[src/rtl/act7_pkg.sv]
// act7_pkg: shared default constants for the act7 2:1 mux slice.
package act7_pkg;

  // Default data width of D0, D1 and Y.
  localparam int ACT7_WIDTH_DEF = 1;

  // Default width of the saturating select-change counter.
  localparam int ACT7_CNT_W_DEF = 8;

endpackage : act7_pkg

[src/rtl/act7_sel_mon.sv]
// act7_sel_mon: edge-sampled select-change detector with a saturating
// change counter. The first edge after reset only primes s_prev, so a
// select that is already 1 at reset release is not reported as a change.
module act7_sel_mon
  import act7_pkg::*;
#(
  parameter int CNT_W = ACT7_CNT_W_DEF
) (
  input  logic             clk,
  input  logic             rst,
  input  logic             S,
  output logic             sel_chg,
  output logic [CNT_W-1:0] sel_cnt
);

  localparam logic [CNT_W-1:0] CNT_ONE = CNT_W'(1);
  localparam logic [CNT_W-1:0] CNT_MAX = {CNT_W{1'b1}};

  logic             s_prev_d,  s_prev_q;
  logic             primed_d,  primed_q;
  logic             sel_chg_d, sel_chg_q;
  logic [CNT_W-1:0] sel_cnt_d, sel_cnt_q;

  // Next-state: sample S, flag a change once primed, count pulses without wrap.
  always_comb begin
    s_prev_d  = S;
    primed_d  = 1'b1;
    sel_chg_d = primed_q & (S != s_prev_q);
    if (sel_chg_q && (sel_cnt_q != CNT_MAX)) begin
      sel_cnt_d = sel_cnt_q + CNT_ONE;
    end else begin
      sel_cnt_d = sel_cnt_q;
    end
  end

  // State registers; reset clears everything, including a pending pulse.
  always_ff @(posedge clk or posedge rst) begin
    if (rst) begin
      s_prev_q  <= 1'b0;
      primed_q  <= 1'b0;
      sel_chg_q <= 1'b0;
      sel_cnt_q <= '0;
    end else begin
      s_prev_q  <= s_prev_d;
      primed_q  <= primed_d;
      sel_chg_q <= sel_chg_d;
      sel_cnt_q <= sel_cnt_d;
    end
  end

  assign sel_chg = sel_chg_q;
  assign sel_cnt = sel_cnt_q;

endmodule : act7_sel_mon

[src/rtl/act7_2by1_df.sv]
// act7_2by1_df: 2:1 dataflow mux with select-change monitor.
// Optional feature macro: ACT7_REG_OUT_EN -- when defined, Y is registered
// (1-cycle latency, reset to 0); otherwise Y is a pure continuous mux.
// Positional order Y, D1, D0, S keeps legacy four-port instances working.
module act7_2by1_df
  import act7_pkg::*;
#(
  parameter int WIDTH = ACT7_WIDTH_DEF,
  parameter int CNT_W = ACT7_CNT_W_DEF
) (
  output logic [WIDTH-1:0] Y,
  input  logic [WIDTH-1:0] D1,
  input  logic [WIDTH-1:0] D0,
  input  logic             S,
  input  logic             clk,
  input  logic             rst,
  output logic             sel_chg,
  output logic [CNT_W-1:0] sel_cnt
);

`ifdef ACT7_REG_OUT_EN
  logic [WIDTH-1:0] y_d, y_q;

  // Mux result to be captured on the next edge.
  always_comb begin
    y_d = S ? D1 : D0;
  end

  // Output register; reset forces Y to 0.
  always_ff @(posedge clk or posedge rst) begin
    if (rst) begin
      y_q <= '0;
    end else begin
      y_q <= y_d;
    end
  end

  assign Y = y_q;
`else
  // Plain ?: so an unknown select yields X only where D0 and D1 disagree.
  assign Y = S ? D1 : D0;
`endif

  act7_sel_mon #(
    .CNT_W (CNT_W)
  ) u_sel_mon (
    .clk     (clk),
    .rst     (rst),
    .S       (S),
    .sel_chg (sel_chg),
    .sel_cnt (sel_cnt)
  );

endmodule : act7_2by1_df

[config.mk]
export PLATFORM = sky130hd
export DESIGN_NAME = act7_2by1_df
export DESIGN_NICKNAME = d
export VERILOG_FILES = /design/src/rtl/act7_pkg.sv /design/src/rtl/act7_sel_mon.sv /design/src/rtl/act7_2by1_df.sv
export SDC_FILE = /design/constraint.sdc
export NUM_CORES = 1
export LEC_CHECK = 0
export BUFFER_PORTS_ARGS = -buffer_cell sky130_fd_sc_hd__buf_4
export CAP_MARGIN = 10
export CORE_MARGIN = 2
export CORE_UTILIZATION = 36
export DETAILED_ROUTE_END_ITERATION = 8
export PLACE_DENSITY = 0.6
export SLEW_MARGIN = 10
export SYNTH_ARGS = -nofsm -noshare
export SYNTH_HDL_FRONTEND = slang
export SYNTH_HIERARCHICAL = 1
export SYNTH_SLANG_ARGS = --single-unit
[constraint.sdc]
create_clock -name clk -period 1.5 [get_ports clk]
set_clock_uncertainty 0.1 [all_clocks]
set_input_delay 0.15 -clock clk [delete_from_list [all_inputs] [get_ports clk]]
set_output_delay 0.15 -clock clk [all_outputs]
set_load 0.02 [all_outputs]
### Word level (Yosys, flattened, before mapping)

Index checks and enable logic that the tools add are counted.

| word-level totals | value |
|---|---|
| flip-flop bits (word level) | 11 |
| bits of input ports | 5 |
| output and inout port bits | 10 |
| word-level logic and storage cells | 10 |

| operators by class | value |
|---|---|
| add/sub/neg operators | 1 |
| equal/unequal tests | 2 |
| mux-type cells | 1 |
| bitwise operators | 1 |
| reduce and logical (&&, ||, !) cells | 1 |

Operators by type and width:

| operator | count |
|---|---|
| adder 8 x 1 -> 8 bit, second input constant | 1 |
| != test 8 bit, second input constant | 1 |
| bitwise AND 1 bit | 1 |
| logical AND 1 bit | 1 |
| two-way mux 1 bit | 1 |
| != test 1 bit | 1 |

### Longest topological paths before layout

Gate-level depths: netlist of the first run.

| logic depth | value |
|---|---|
| depth after elaboration | 2 |
| gate-level depth with buffers | 4 |
| depth with buffers taken out | 4 |

### Hierarchy

Netlist of the first run, hierarchy kept.

By module, submodules not included:

| module | times used | cells each | area an instance (um^2) | seq. area each (um^2) |
|---|---|---|---|---|
| act7_sel_mon | 1 | 43 | 516.7 | 275.3 |
| act7_2by1_df | 1 | 1 | 15.0 | 0.0 |

### Least setup slack after synthesis of the first run

Ideal clock, no wire load.

| timing | value |
|---|---|
| path type | reg2reg |
| from | register u_sel_mon.sel_cnt_q[0] (netlist: u_sel_mon/sel_cnt[0]) |
| to | register u_sel_mon.sel_cnt_q[1] (netlist: u_sel_mon/sel_cnt[1]) |
| setup time | 0.128 ns |
| arrival | 1.375 ns |
| required time | 1.272 ns |
| path slack | -0.103 ns |
| stages on the path, launching flop included | 5 |
| path buffers | 0 |
| clock period less this slack | 1.603 ns |
| path through | dfrtp_1 ha_1 nand3_1 o21ai_2 mux2_1 |

| on the way | value |
|---|---|
| word-level cells in the longest chain between the ends | 2 |
| elaborated cells on any way between the ends | 3 |
| those cells by class | add/sub: 1; eq/ne: 1; reduce/logical: 1 |

Ends and longest elaborated chain:

| what | line | source |
|---|---|---|
| start, declared | act7_sel_mon.sv:22 | `logic [CNT_W-1:0] sel_cnt_d, sel_cnt_q;` |
| start signal, assigned | act7_sel_mon.sv:47 | `sel_cnt_q <= sel_cnt_d;` |
| branches (longest 2 deep; another with adder 8 x 1 -> 8 bit) | - |  |

Several ways; the timed one is not identified.
A chain may end at the register's enable or synchronous reset.

### Final worst setup path of the first run

| timing | value |
|---|---|
| from | register u_sel_mon.sel_cnt_q[1] (netlist: u_sel_mon/sel_cnt[1]) |
| to | register u_sel_mon.sel_cnt_q[1] (netlist: u_sel_mon/sel_cnt[1]) |

Same word-level chain as after synthesis.

==> results of run 1 <==
## per-layer routing
layer  GRT usage [%]  wire length, µm
met4            3.75                0
met5               0                0
met3            8.19               78
met1            16.4              418
met2            23.1              550
## sequential cells by signal, indices dropped and copies added (netlist names)
register            count
u_sel_mon/sel_cnt       8
u_sel_mon/primed_q      1
u_sel_mon/sel_chg       1
u_sel_mon/s_prev_q      1
## power breakdown
part,leakage [µW],switching [µW],internal (µW)
logic,0.000219,267,270
registers,0.000135,99.3,385
clock network,0.0000150,93.8,103
## worst register-to-register path, stage by stage (launching register included)
cell     delay (ps)
dfrtp_2         400
ha_4            170
nand3_1         120
o21ai_2         190
mux2_1          330
## Yosys cell counts (all sizes together) (2+ instances only)
master,instances
xor2,2
o31ai,2
xnor2,2
nand4,3
inv,2
nand3,2
dfrtp,11
mux2,4
nor2,2
nand2,3
## stage by stage
stage | hold WS (ps) | setup WS [ps] | area [µm²] | power, µW
CTS | 118 | 21.3 | 752 | 1200
detailed placement | 67.8 | 32.7 | 706 | 993
floorplan | -97.7 | 0.0978 | 537 | 742
finish | 127 | 80.1 | 769 | 1220
global route | 120 | -1.71 | 769 | 1310
global placement | 76.2 | 60.2 | 706 | 985
## final timing paths
check	start	end	slack, ps	cells past startpoint
min in group asynchronous	rst	u_sel_mon/sel_cnt[2]	330	3
hold reg to reg	u_sel_mon/primed_q	u_sel_mon/sel_chg	350	1
setup / recovery	u_sel_mon/sel_cnt[1]	u_sel_mon/sel_cnt[1]	80	4
max in group asynchronous	rst	u_sel_mon/sel_cnt[0]	640	3
hold / removal	S	u_sel_mon/sel_chg	130	3
setup reg to reg	u_sel_mon/sel_cnt[1]	u_sel_mon/sel_cnt[1]	80	4
## kinds of logic (layout without fill, tap and decap cells)
logic type	Yosys count	after routing	share of synthesized area, %
other	1	1	0.705
XOR/XNOR	4	4	6.59
multiplexers	4	4	9.88
flip-flops	11	11	51.8
AO/OA/AOI/OAI	7	7	10.8
buffers and inverters	2	29	1.41
AND/OR/NAND/NOR	14	14	16.5
adder cells (fa/ha/maj)	1	1	2.35
## layout make-up
cell class,count,area share (%)
inverter,2,0.976
tap,15,2.44
multi-input combinational,31,34.0
timing repair buffer,23,23.1
sequential,11,36.1
clock buffer,4,3.41
## repair_timing
item / CTS / global route
endpoints found under the setup margin: 0 / 1
hold buffers: 2 / 0
buffers inserted: 0 / 1
resized for setup: 0 / 1
hold endpoints to repair: 12 / 0
==> run metrics, run 1 <==
leakage power=0.000369 µW; layout net count=78; CTS tree=done; Die X=42.4 µm; placed cells=79; gpl congestion=0.724; I/O pins=15; Port Buffers=14; Ant. Diodes=0; worst path cell trace=ha_4 -> nand3_1 -> o21ai_2 -> mux2_1; post-synth cell types=23; vias in the first global route=453; WL per Instance=12.2 µm; Root Buffer=clkbuf_4; vias post-DR=441; core box area=1330 µm²; synth top area cells=dfrtp_1, mux2_4, mux2_1; Max Fclk=704 MHz; Layout Area Growth over Synthesis=44.7%; most common cell after layout, fill and taps aside=buf_4; via/cell ratio=5.13; Syn Area/Cell=12.1 µm²; row count=13; final hold vios=0; crit-path max FO=6; Die ar.=1800 µm²; crit path launch type=flop; Ys Warns=6; final non-filler cell total=86; post-synthesis net count=50; CTS clk-pin slew, worst paths=60 ps; Crit path buffers/inverters=0; WL final=1050 µm; post-route ant nets=0; Max Slew Vio Count=0; global-route wire length before repair=1880 µm; Post-synth EDFFs=0; PD cells=1580 nW/µm²; Max stage delay on crit path=400 ps; clk buf depth=2; DP HPWL=782 µm; critical path arrival=1460 ps; initial drt markers=7; Period minus WS final=1420 ps; storage element area=278 µm²; WP data required=1540 ps; delay-heaviest family, CP=flip-flops; Synth Instances=44; Worst Setup End Kind=flop; critical path type=reg -> reg; GR Overflow Total=0; # fillers=130; ys async rst share=100%; mapped cell area=532 µm²; Sum Neg Setup Slack=0 ps; MaxCap Viol Count=0; post-synthesis sequential area ratio=51.8%; Tcrit/Tclk final=94.7%; HP Class=in -> reg; Max stage delay cell, worst path=dfrtp_2; H-tree depth=1; worst-case vdd ir drop=0.00105 V; share of post-route cells with drive strength above 1=47.9%; status=complete, no violations; Starting Density=39.9%; commonest non-fill, non-tap cells in the layout=buf_4, dfrtp_1, clkbuf_4, nand2_1; largest net degree at the start of global routing=12; DRC Markers=0; FF+latch count, synth=11; CTS Buf Count=3; final setup violation count=0; worst skew pair latency=260 ps; prevailing post-synth register cell=dfrtp_1; Yosys top cell area share=51.8%; dominant cell type by area after synthesis=dfrtp_1; Util after Layout=57.7%; CTS sink count=11; Total GRT Usage=14.4%; initial antenna violation count=0; Die Y=42.4 µm; DRT Pass-1 Iters=4; area of the multi-input gates=262 µm²
Note: power is estimated with default switching activity, not from simulation.
==> run 2: changes to the inputs <==
--- a/config.mk
+++ b/config.mk
@@ -5,12 +5,13 @@
 export SDC_FILE = /design/constraint.sdc
 export NUM_CORES = 1
 export LEC_CHECK = 0
+export ABC_AREA = 1
 export BUFFER_PORTS_ARGS = -buffer_cell sky130_fd_sc_hd__buf_4
 export CAP_MARGIN = 10
 export CORE_MARGIN = 2
 export CORE_UTILIZATION = 36
 export DETAILED_ROUTE_END_ITERATION = 8
-export PLACE_DENSITY = 0.6
+export PLACE_DENSITY = 0.59
 export SLEW_MARGIN = 10
 export SYNTH_ARGS = -nofsm -noshare
 export SYNTH_HDL_FRONTEND = slang
==> run 2 against run 1 <==
Effect of this change:
- synthesized cell count grew 75%
- largest power group is now sequential cells
- highest routed layer is now met4
- sequential power is 5.6% lower
- largest cell class is now multi-input gates
- power down 14%
==> run metrics, run 2 <==
Period minus WS final=1390 ps; Port Buffers=14; critical path arrival=1460 ps; DRC Markers=0; Max stage delay cell, worst path=dfrtp_1; Total GRT Usage=13.7%; status=complete, no violations; leakage power=0.000404 µW; worst skew pair latency=270 ps; Starting Density=39.0%; WL final=1140 µm; Die Y=44.9 µm; MaxCap Viol Count=0; vias post-DR=500; Crit Reg-Reg Endpoint=u_sel_mon/sel_cnt[1]; initial drt markers=11; row count=14; Syn Area/Cell=7.82 µm²; gpl congestion=0.817; H-tree depth=1; CTS clk-pin slew, worst paths=70 ps; largest net degree at the start of global routing=12; WP data required=1560 ps; Max Slew Vio Count=0; commonest non-fill, non-tap cells in the layout=nand2_1, buf_4, dfrtp_1; FF+latch count, synth=11; share of post-route cells with drive strength above 1=28.6%; Worst Setup End Kind=flop; Max stage delay on crit path=420 ps; Yosys top cell area share=45.7%; final setup violation count=0; global-route wire length before repair=1940 µm; core box area=1540 µm²; mapped cell area=602 µm²; DRT Pass-1 Iters=4; final non-filler cell total=114; CP dominant cell by count=nand2_1; Ys Warns=6; delay-heaviest family, CP=flip-flops; R2R Setup Slk=110 ps; DP HPWL=855 µm; count leader, synth=nand2_1; critical path type=reg -> reg; post-synthesis sequential area ratio=45.7%; Post-synth top cells=nand2_1, dfrtp_1, inv_1, nor2_1, nand3_1; dominant cell type by area after synthesis=dfrtp_1; I/O pins=15; Root Buffer=clkbuf_4; WL per Instance=10.0 µm; most common cell after layout, fill and taps aside=nand2_1; RSZ-0062 raised after global routing=false; PD cells=1330 nW/µm²; GR Overflow Total=0; Synth Instances=77; max reg flops=8; CTS Buf Count=3; CTS sink count=11; Post-synth EDFFs=0; prevailing post-synth register cell=dfrtp_1; initial antenna violation count=0; worst path cell trace=ha_2 -> inv_1 -> nor2_2 -> nand2_4 -> nand2_8 -> inv_4 -> nand2_1 -> nand2_1; layout net count=105; pre-CTS setup slack=86.1 ps; vias in the first global route=460; placed cells=108; post-synth cell types=19; Die X=44.9 µm; Sum Neg Setup Slack=0 ps; ys async rst share=100%; Crit path buffers/inverters=2; clk buf depth=2; Layout Area Growth over Synthesis=30.4%; Max Fclk=718 MHz; setup ws final=107 ps; post-route ant nets=0; crit path launch type=flop; Tcrit/Tclk final=92.9%; final hold vios=0; post-synthesis net count=83; worst r2r src=u_sel_mon/sel_cnt[1]; crit-path max FO=7; synth top area cells=dfrtp_1, nand2_1, inv_1; worst-case vdd ir drop=0.000599 V; via/cell ratio=4.39; Die ar.=2010 µm²; CTS tree=done; HP Class=in -> async; Register-to-Register Path Depth=8; Ant. Diodes=0; Setup Buffers After CTS=0
[run 2: cell types whose count changed after synthesis, sizes merged, moves of 2 or more]
cell	delta
o31ai	-2
nand2	+31
mux2	-4
xor2	-2
nor2	+7
inv	+7
[run 2: cells by family (layout without fill, tap and decap cells)]
group,Yosys count,count (layout),share of synthesized area [%]
simple gates,49,49,38.9
flops,11,11,45.7
buf+inv,10,31,7.28
compound gates,3,3,2.49
xor+xnor,2,2,2.91
fa+ha+maj,1,1,2.08
other cells,1,1,0.623
[run 2: timing repair]
item                                    4_1_cts  5_1_grt
endpoints found under the hold margin        12        0
endpoints found under the setup margin        0        4
hold buffers                                  2        0
gates resized for setup                       0        1
[run 2: power breakdown]
part / switching (µW) / leakage, µW / internal [µW]
logic: 207 / 0.000249 / 173
registers: 97.8 / 0.000140 / 359
clock network: 103 / 0.0000150 / 103
total: 408 / 0.000404 / 635
[run 2: worst min-delay path, delay by kind of cell]
family,cells,cell delay (ps)
buffers and inverters,3,980
[run 2: cell type report]
class	instances	area, µm²
clock buffer	4	26.3
fill	156	757
inverter	9	36.3
multi-input combinational	56	285
sequential	11	277
tap	16	20.0
timing repair buffer	18	140
[run 2: layer usage]
metal	up-vias	track usage [%]	wire, µm
li1	273	-	-
met1	216	19.3	581
met2	9	19.1	504
met4	0	8.82	15
met3	2	2.40	39
met5	-	0	0
[run 2: how the worst max path moves through the flow]
stage                      endpoint  depth (start not counted)            startpoint
5_1_grt        u_sel_mon/sel_cnt[5]                          8  u_sel_mon/sel_cnt[1]
3_5_place_dp   u_sel_mon/sel_cnt[1]                          8  u_sel_mon/sel_cnt[1]
6_report       u_sel_mon/sel_cnt[1]                          8  u_sel_mon/sel_cnt[1]
3_3_place_gp   u_sel_mon/sel_cnt[5]                          8  u_sel_mon/sel_cnt[1]
4_1_cts        u_sel_mon/sel_cnt[1]                          8  u_sel_mon/sel_cnt[1]
2_1_floorplan  u_sel_mon/sel_cnt[5]                          8  u_sel_mon/sel_cnt[1]
[run 2: metrics by stage]
stage	utilization, %	area, µm²	hold WS (ps)	total power (µW)
2_1_floorplan	-	603	-97.6	688
3_5_place_dp	47.7	736	79.1	836
3_3_place_gp	47.7	736	77.1	840
5_1_grt	50.9	785	366	1120
4_1_cts	50.7	782	335	1050
6_report	50.9	785	327	1040
==> run 3: changes to the inputs <==
--- a/config.mk
+++ b/config.mk
@@ -15,5 +15,4 @@
 export SLEW_MARGIN = 10
 export SYNTH_ARGS = -nofsm -noshare
 export SYNTH_HDL_FRONTEND = slang
-export SYNTH_HIERARCHICAL = 1
 export SYNTH_SLANG_ARGS = --single-unit
==> run 3 against run 2 <==
Effect of this change:
- die area down 0.76%
- via count up 12%
- synthesized cell count down 1.3%
- worst setup slack better by 73 ps
- core utilization up 2.1 points
- clock power down 3%
- power up 3.4%
==> run metrics, run 3 <==
Root Buffer=clkbuf_4; setup ws final=180 ps; Register-to-Register Path Depth=7; vias post-DR=562; gpl congestion=0.754; Compound-Gate Fraction of Synth Area=2.94%; Max Slew Vio Count=0; HP Class=in -> reg; switch share=37.9%; core box area=1520 µm²; Internal Power=669 µW; critical path type=reg -> reg; worst r2r src=u_sel_mon.sel_cnt[0]; most common cell after layout, fill and taps aside=nand2_1; Seq pwr share=38.1%; smallest hold slack=101 ps; FF+latch count, synth=11; Total GRT Usage=15.7%; Die ar.=2000 µm²; post-synthesis net count=82; DRT Pass-1 Iters=4; combinational power share=43.3%; Synth Instances=76; mapped cell area=597 µm²; ys async rst share=100%; multiplexer share of the synthesized area=1.89%; vias in the first global route=508; Max Fclk=758 MHz; MaxCap Viol Count=0; CTS Buf Count=3; max reg flops=8; Ant. Diodes=0; Tcrit/Tclk final=88.0%; simple-gate share of the synthesized area=39.2%; row count=14; Design Area, Final=808 µm²; XOR/XNOR share of the synthesized area=0%; post-synth cell types=18; RSZ-0062 raised after global routing=false; synth top area cells=dfrtp_1, nand2_1, nand3_1; worst skew pair latency=270 ps; Die X=44.7 µm; crit path launch type=flop; post-route ant nets=0; Placed Area=762 µm²; Crit Reg-Reg Endpoint=u_sel_mon.sel_cnt[5]; pre-CTS setup slack=189 ps; crit-path max FO=9; final setup violation count=0; WL final=1280 µm; Sum Neg Setup Slack=0 ps; clock power share=18.6%; # fillers=155; Layout Area Growth over Synthesis=35.4%; dominant cell type by area after synthesis=dfrtp_1; count leader, synth=nand2_1; critical path endpoint=u_sel_mon.sel_cnt[5]; leakage power=0.000442 µW; DRC Markers=0; launch point of the worst path=u_sel_mon.sel_cnt[0]; PD cells=1330 nW/µm²; WP data required=1560 ps; worst-case vdd ir drop=0.000759 V; CTS tree=done; layout net count=108; prevailing post-synth register cell=dfrtp_1; GR Overflow Total=0; Port Buffers=14; commonest non-fill, non-tap cells in the layout=nand2_1, buf_4, dfrtp_1; initial antenna violation count=0; share of post-route cells with drive strength above 1=27.7%; Worst Setup End Kind=flop; post-synthesis sequential area ratio=46.1%; global-route wire length before repair=2240 µm; Period minus WS final=1320 ps; DP HPWL=969 µm; Die Y=44.7 µm; WL per Instance=10.9 µm; Post-synth top cells=nand2_1, dfrtp_1, inv_1, nand3_1, nand4_1; via/cell ratio=4.80; Yosys top cell area share=46.1%; Post-synth EDFFs=0; largest family of logic cells by synthesized area=simple AND/OR/NAND/NOR gates; critical path arrival=1380 ps; CTS-repair resized insts=0; status=complete, no violations; R2R Setup Slk=180 ps; Starting Density=39.2%; initial drt markers=9; adder-cell share of the synthesized area=2.10%; largest net degree at the start of global routing=12; CTS clk-pin slew, worst paths=70 ps; H-tree depth=1; clk buf depth=2; Syn Area/Cell=7.85 µm²; I/O pins=15; CTS sink count=11; switching power=409 µW; Ys Warns=0; final hold vios=0
run 3: timing repair:
item                                    4_1_cts  5_1_grt
endpoints found under the setup margin        0        0
hold buffers                                  2        0
setup buffers                                 0        0
endpoints found under the hold margin        13        0
run 3: worst max-delay path, stage by stage, from the launching register on:
cell,delay [ps]
dfrtp_1,380
ha_1,240
nand3_1,130
inv_1,80
nand2_4,110
nand2_1,70
nand2_1,60
nand2_1,50
run 3: worst min-delay path by stage:
| stage | startpoint | end | slack, ps | cells past startpoint |
|---|---|---|---|---|
| floorplan | rst | u_sel_mon.primed_q | -100 | 1 |
| global placement | rst | u_sel_mon.s_prev_q | 70 | 2 |
| detailed placement | rst | u_sel_mon.s_prev_q | 80 | 2 |
| CTS | S | u_sel_mon.sel_chg | 100 | 3 |
| global route | S | u_sel_mon.sel_chg | 120 | 3 |
| finish | S | u_sel_mon.sel_chg | 100 | 3 |
run 3: area by class of cell:
cell class,instances,area [µm²],share of cell area (%)
Inverter,10,37.5,4.64
Tap cell,16,20.0,2.48
Multi-Input combinational cell,54,279,34.5
Clock buffer,4,26.3,3.25
Timing Repair Buffer,22,170,21.1
Sequential cell,11,275,34.1
run 3: power by group through the flow:
stage          sequential [µW]  combinational (µW)  clock (µW)
6_report                   411                 467         200
5_1_grt                    419                 520         227
4_1_cts                    410                 474         209
3_5_place_dp               415                 469           0
3_3_place_gp               415                 469           0
2_1_floorplan              496                 165           0
run 3: through the flow:
stage	power, µW	utilization, %	cells
floorplan	660	-	76
global placement	884	50.0	111
detailed placement	884	50.0	111
CTS	1090	53.0	117
global route	1170	53.0	117
finish	1080	53.0	117
run 3: logic make-up after synthesis:
group | Yosys count
and+or+nand+nor | 48
buffers and inverters | 11
muxes | 1
DFF | 11
adders and majority gates | 1
AOI/OAI and AO/OA | 3
other | 1
run 3: routing by layer:
metal  vias up  GRT usage, %  share of wire (%)
met4         0          3.64                  0
met5         -             0                  0
met1       258          21.3                 47
met2        13          22.9                 48
met3         0          7.20                5.6
li1        291             -                  -
